`src/rtl/direct_ramp_bank.sv`:
```
// Bank of CH_NUM DDS control words with shadow/active registers, a global commit
// and optional per-channel linear ramping toward the committed target.
module direct_ramp_bank #(
  parameter int CH_NUM     = 3,
  parameter int WORD_WIDTH = 32,
  parameter int TICK_DIV   = 120,
  parameter int ADDR_W     = (CH_NUM > 1) ? $clog2(CH_NUM) : 1
) (
  input  logic                         clk,
  input  logic                         rstn,
  input  logic                         param_wen,
  input  logic                         step_wen,
  input  logic [ADDR_W-1:0]            param_addr,
  input  logic [WORD_WIDTH-1:0]        param_word,
  input  logic [CH_NUM-1:0]            mode,
  input  logic [CH_NUM-1:0]            direct_en,
  input  logic                         commit,
  output logic [CH_NUM*WORD_WIDTH-1:0] direct_output,
  output logic [CH_NUM-1:0]            busy,
  output logic                         commit_ack
);

  localparam int CNT_W = (TICK_DIV > 1) ? $clog2(TICK_DIV) : 1;

  logic [WORD_WIDTH-1:0] shadow_q [CH_NUM];
  logic [WORD_WIDTH-1:0] step_q   [CH_NUM];
  logic [WORD_WIDTH-1:0] target_q [CH_NUM];
  logic [WORD_WIDTH-1:0] out_q    [CH_NUM];
  logic [CH_NUM-1:0]     mode_q;
  logic [CH_NUM-1:0]     busy_q;
  logic [CNT_W-1:0]      tick_cnt;
  logic                  tick;

  assign tick = (tick_cnt == CNT_W'(TICK_DIV - 1));

  always_ff @(posedge clk or negedge rstn) begin
    if (!rstn) tick_cnt <= '0;
    else       tick_cnt <= tick ? '0 : tick_cnt + 1'b1;
  end

  // Handshake: commit is a one-cycle strobe with no backpressure; commit_ack
  // is high for exactly the cycle after every cycle in which commit was high.
  always_ff @(posedge clk or negedge rstn) begin
    if (!rstn) commit_ack <= 1'b0;
    else       commit_ack <= commit;
  end

  // Registers are read before being written, so a commit sees the old shadow
  // and a ramp tick uses the old step when a write lands on the same edge.
  always_ff @(posedge clk or negedge rstn) begin
    if (!rstn) begin
      for (int k = 0; k < CH_NUM; k++) begin
        shadow_q[k] <= '0;
        step_q[k]   <= '0;
        target_q[k] <= '0;
        out_q[k]    <= '0;
      end
      mode_q <= '0;
      busy_q <= '0;
    end else begin
      for (int k = 0; k < CH_NUM; k++) begin
        if (commit && direct_en[k]) begin
          target_q[k] <= shadow_q[k];
          mode_q[k]   <= mode[k];
          if (!mode[k] || step_q[k] == '0) begin
            out_q[k]  <= shadow_q[k];
            busy_q[k] <= 1'b0;
          end else begin
            busy_q[k] <= 1'b1;
          end
        end else if (busy_q[k] && mode_q[k] && tick) begin
          if (out_q[k] < target_q[k] && (target_q[k] - out_q[k]) > step_q[k]) begin
            out_q[k] <= out_q[k] + step_q[k];
          end else if (out_q[k] > target_q[k] && (out_q[k] - target_q[k]) > step_q[k]) begin
            out_q[k] <= out_q[k] - step_q[k];
          end else begin
            out_q[k]  <= target_q[k];
            busy_q[k] <= 1'b0;
          end
        end
        // Addresses at or above CH_NUM match no channel and are dropped.
        if (param_wen && param_addr == ADDR_W'(k)) shadow_q[k] <= param_word;
        if (step_wen && param_addr == ADDR_W'(k))  step_q[k]   <= param_word;
      end
    end
  end

  for (genvar g = 0; g < CH_NUM; g++) begin : g_out
    assign direct_output[g*WORD_WIDTH +: WORD_WIDTH] = out_q[g];
  end

  assign busy = busy_q;

endmodule

```
`config.mk`:
```
export PLATFORM = sky130hd
export DESIGN_NAME = direct_ramp_bank
export DESIGN_NICKNAME = d
export VERILOG_FILES = /design/src/rtl/direct_ramp_bank.sv
export SDC_FILE = /design/constraint.sdc
export NUM_CORES = 2
export LEC_CHECK = 0
export CAP_MARGIN = 40
export CORE_MARGIN = 5
export CORE_UTILIZATION = 35
export DETAILED_ROUTE_END_ITERATION = 8
export SETUP_SLACK_MARGIN = 0.15
export SLEW_MARGIN = 15
export SYNTH_ARGS = -nofsm -noshare
export SYNTH_HDL_FRONTEND = slang
export SYNTH_SLANG_ARGS = --single-unit
```
`constraint.sdc`:
```
create_clock -name clk -period 6.9 [get_ports clk]
set_input_delay 1.725 -clock clk [delete_from_list [all_inputs] [get_ports clk]]
set_output_delay 1.725 -clock clk [all_outputs]
set_load 0.005 [all_outputs]
```
# Word-level counts from Yosys, hierarchy flattened
# Index checks and enable logic that the tools add are counted.
# word_totals
reg_bits	398
wordCells	128
out_inout_bits	100
in_bits	45
# op_classes
add_sub_neg	13
n_lt_le_gt_ge	12
n_mux	31
n_reduce_logical	40
eq_ne	12
# op_table
operator	n
$mux 32	15
$gt 32x32->1	9
$sub 32x32->32	9
$add 32x32->32	3
$logic_not 32->1	3
$lt 32x32->1	3
$logic_and 1x1->1	21
$mux 1	15
$ne 2x2->1 const B	6
$reduce_and 3->1	3
$add 7x1->7 const B	1
$eq 7x7->1 const B	1
$mux 7	1
$ne 2x1->1 const B	3
$reduce_and 2->1	3
$reduce_bool 2->1	3
$logic_not 1->1	3
$logic_or 1x1->1	3
$eq 2x1->1 const B	1
$eq 2x2->1 const B	1
$logic_not 2->1	1

# Longest topological paths before layout
# depth
depth_word	7
ltp_mapped	29
ltp_nobuf	27

# Worst setup path before layout
# No wires, ideal clock.
# synth_timing
path_type	flip-flop to flip-flop
from	register out_q, in the netlist direct_output[1]
to	register out_q, in the netlist direct_output[20]
setup_slack_ns	1.240
period_less_slack_ns	5.660
setup_ns	0.142
stages_incl_launch_ff	25
required_ns	6.758
path_buffers	2
arrival_ns	5.518
cell_sequence	dfrtp_1 -> inv_1 -> fa_1 -> a21o_1 -> a21oi_1 -> nor2b_1 -> o21a_1 -> o41ai_2 -> o21ai_0 -> o41a_1 -> a21o_1 -> a21oi_1 -> o21ai_0 -> xor2_1 -> ha_1 -> nand4_1 -> nor4_1 -> a31o_2 -> a221o_1 -> or2_1 -> clkbuf_1 -> clkbuf_1 -> o221ai_1 -> a221oi_1 -> a211oi_1
# synth_between
elab_chain_len	7
elab_cells_between_ends	14
classes_between	4 x add/sub; 4 x order compare; 4 x mux; 2 x reduce/logical
# synth_lines
item	line_no	source
start: declaration	28	logic [WORD_WIDTH-1:0] out_q [CH_NUM];
start signal: indexed assignment	66	out_q[k] <= shadow_q[k];
start signal: indexed assignment	73	out_q[k] <= out_q[k] + step_q[k];
start signal: indexed assignment	75	out_q[k] <= out_q[k] - step_q[k];
$sub 32x32->32	74	end else if (out_q[k] > target_q[k] && (out_q[k] - target_q[k]) > step_q[k]) begin
$gt 32x32->1	74	
$logic_and 1x1->1	74	
$mux 32	74	
$mux 32 (*)	72	if (out_q[k] < target_q[k] && (target_q[k] - out_q[k]) > step_q[k]) begin
$mux 32 (*)	71	end else if (busy_q[k] && mode_q[k] && tick) begin
$mux 32 (*)	62	if (commit && direct_en[k]) begin
# Every way passes the cells marked *; elsewhere a longest branch is shown, timed or not. The select of a mux whose other input is x is not followed.
# A chain may end at the register's enable or synchronous reset.

# Worst setup path after layout
# layout_timing
from	register out_q, in the netlist direct_output[32]
to	register out_q, in the netlist direct_output[59]
# Same word-level chain as after synthesis.

==> summary.txt <==
status = finished, final reports clean
post-synth top area share = 24.5%
setup TNS = 0 ps
crit path DAT = 7050 ps
worst min path class = flop to flop
TritonCTS clock tree = built
PortBufs = 144
CP Launch Type = flop
CP max-delay cell = or4_1
Die Span Y = 351 um
root buffer cell = clkbuf_16
Placed Instances = 6532
EDFF count, synth = 0
Slew Viols, Final = 0
Area contributors post-synth = dfrtp_1 (25%), ha_1 (17%), a21oi_1 (6.1%), o21ai_0 (5.1%), mux2_2 (4.6%)
Storage cell area = 9960 um2
VDD IR max = 0.000276 V
P per Cell Area = 420 nW/um2
Routed Antenna Nets = 0
Post-Syn Area = 40600 um2
TritonRoute pass-1 iters = 6
Worst EP required = 7410 ps
Layout Skew = 53.8 ps
overall routing resource usage = 24.1%
vias = 38800
routed length per instance = 23.2 um
most common cell in the synthesized netlist = ha_1
detailed-placement wirelength estimate = 121 mm
Worst setup EP type = flop
Final nets = 5683
Worst Path Class, Setup = flop to flop
final setup vio count = 0
placed inst area = 43800 um2
max incr delay on CP = 570 ps
post-synthesis cell type count = 92
sequential fraction of the synthesis area = 24.5%
final worst slack = 361 ps
Max-Cap Viols = 0
Util after Layout = 39.4%
HP Start = tick_cnt[0]$_DFF_PN0_
final hold viol count = 0
cell count after synthesis = 5029
DRC = 0
initial antenna violation count = 9
global-route wire length before repair = 232 mm
grt ovf = 0
layout cell share with drive strength beyond 1 = 7.96%
vias in the first global route = 37400
Hold Buf Count CTS = 0
worst-skew pair later-pin latency = 640 ps
RSZ-0062 raised after global routing = yes
Power Total = 19.1 mW
Non-Filler Instances = 6625
slew of the pin with the lowest slew margin = 967 ps
# clock sinks = 398
footprint of the multi-input gates = 28100 um2
Reg clk slew, reported paths = 60 ps
GPL Wtd Cong = 0.972
pre-CTS WS = 310 ps
Rows = 125
htree depth = 2
Syn Area/Cell = 8.08 um2
Syn-to-layout area delta = 12.2%
Min Clock Period, post-route = 6540 ps
final hold slack = 469 ps
YS warnings = 0
Top FF cell, synth = dfrtp_1
Synth area leader = dfrtp_1
die width = 351 um
Setup Fix Bufs, Post-CTS = 0
CTS Buffer Depth = 3
final WL = 154 mm
Async S/R FF share, synth = 100%
Layout fillers = 11900
synthesized net count = 5651
r2r startpoint = direct_output[32]$_DFFE_PN0P_
Critical Path Start = direct_output[32]$_DFFE_PN0P_
Critical Path Fanout Max = 29
vias per cell = 5.85
fmax = 153 MHz
I/O Pins = 145
Yosys reg bits = 398
Starting Density = 35.1%
fin area = 45600 um2
DIE AREA = 123000 um2
CTS Buf Count = 49
Synth top cells by count = ha_1 (565), a21oi_1 (499), inv_1 (441), o21ai_0 (417), dfrtp_1 (398)
core area = 116000 um2
leakage = 20.6 nW
1st-iter DRT viols = 3596
Slew headroom = 35.5%
crit share post-route = 94.8%
largest net degree at the start of global routing = 126
cells in the final DEF, fill, tap and decap left out, types with 10 or more instances in the layout:
master,instances
ha_1,565
a21oi_1,497
inv_1,441
o21ai_0,415
dfrtp_1,397
nand2_1,365
nor2_1,356
a21o_1,188
mux2_2,165
clkdlybuf4s50_1,143
xnor2_1,128
nand4_1,93
nor2b_1,85
xor2_1,81
nor3_1,77
o21bai_1,76
buf_4,76
a221oi_1,72
nand2b_1,67
o221ai_1,60
nand3_1,56
nor4_1,50
clkbuf_16,49
a211oi_1,48
a31oi_1,44
o21a_1,38
o22ai_1,35
o211ai_1,32
o31ai_1,32
and3_1,29
or3_1,26
and4_1,16
and2_1,13
fa_1,12
a211o_1,11
or2_2,10
cell families (layout without fill, tap and decap cells):
family | count (synthesis) | count (layout) | share of synthesized area, %
AO/OA/AOI/OAI | 1698 | 1698 | 26.6
XOR/XNOR | 209 | 209 | 4.50
multiplexers | 170 | 170 | 4.70
AND/OR/NAND/NOR | 1279 | 1279 | 15.1
adder cells (fa/ha/maj) | 577 | 577 | 18.0
flip-flops | 398 | 398 | 24.5
buffers and inverters | 698 | 767 | 6.65
other | 0 | 3 | 0
state kept, by name (all words and copies together), names as in the netlist:
register / flops
busy: 3
shadow_q: 96
mode_q: 3
tick_cnt: 7
commit_ack: 1
step_q: 96
target_q: 96
direct_output: 96
critical path, delay by kind of cell, from the launching register on:
kind                     cells  cell delay (ps)
XOR/XNOR                     1              180
buffers and inverters        3              330
adder cells (fa/ha/maj)      3              850
flip-flops                   1              380
AND/OR/NAND/NOR              5             1380
AO/OA/AOI/OAI               14             3280
cell type report:
| type | count | share of cell area, % |
|---|---|---|
| Antenna cell | 3 | 0.0165 |
| Tap cell | 1524 | 4.18 |
| Timing Repair Buffer | 238 | 5.06 |
| Multi-Input combinational cell | 3933 | 61.6 |
| Inverter | 441 | 3.63 |
| Clock buffer | 62 | 2.95 |
| Sequential cell | 398 | 21.8 |
| Clock inverter | 26 | 0.730 |
layer usage:
metal	track usage (%)	part of all wire, %
met5	0	0
met2	38.9	45
met4	9.72	4.5
met1	32.7	44
met3	3.45	6.9
path summary, 6_finish.rpt:
check | slack [ps] | end | cells after the start
min in group asynchronous | 1050 | target_q[27]$_DFFE_PN0P_ | 1
max in group asynchronous | 4540 | target_q[39]$_DFFE_PN0P_ | 2
hold reg to reg | 470 | tick_cnt[0]$_DFF_PN0_ | 1
hold / removal | 470 | tick_cnt[0]$_DFF_PN0_ | 1
setup / recovery | 360 | direct_output[59]$_DFFE_PN0P_ | 26
setup reg to reg | 360 | direct_output[59]$_DFFE_PN0P_ | 26
power breakdown:
group / switching, mW / internal [mW]
registers: 0.676 / 2.79
clock network: 1.16 / 1.61
logic: 7.86 / 5.04
total: 9.70 / 9.44
repair_timing:
| action | in CTS | in global routing |
|---|---|---|
| hold endpoints to repair | 0 | 0 |
| gates resized for setup | 0 | 11 |
| setup endpoints to repair | 0 | 67 |
Power figures use the tool's default switching activity.
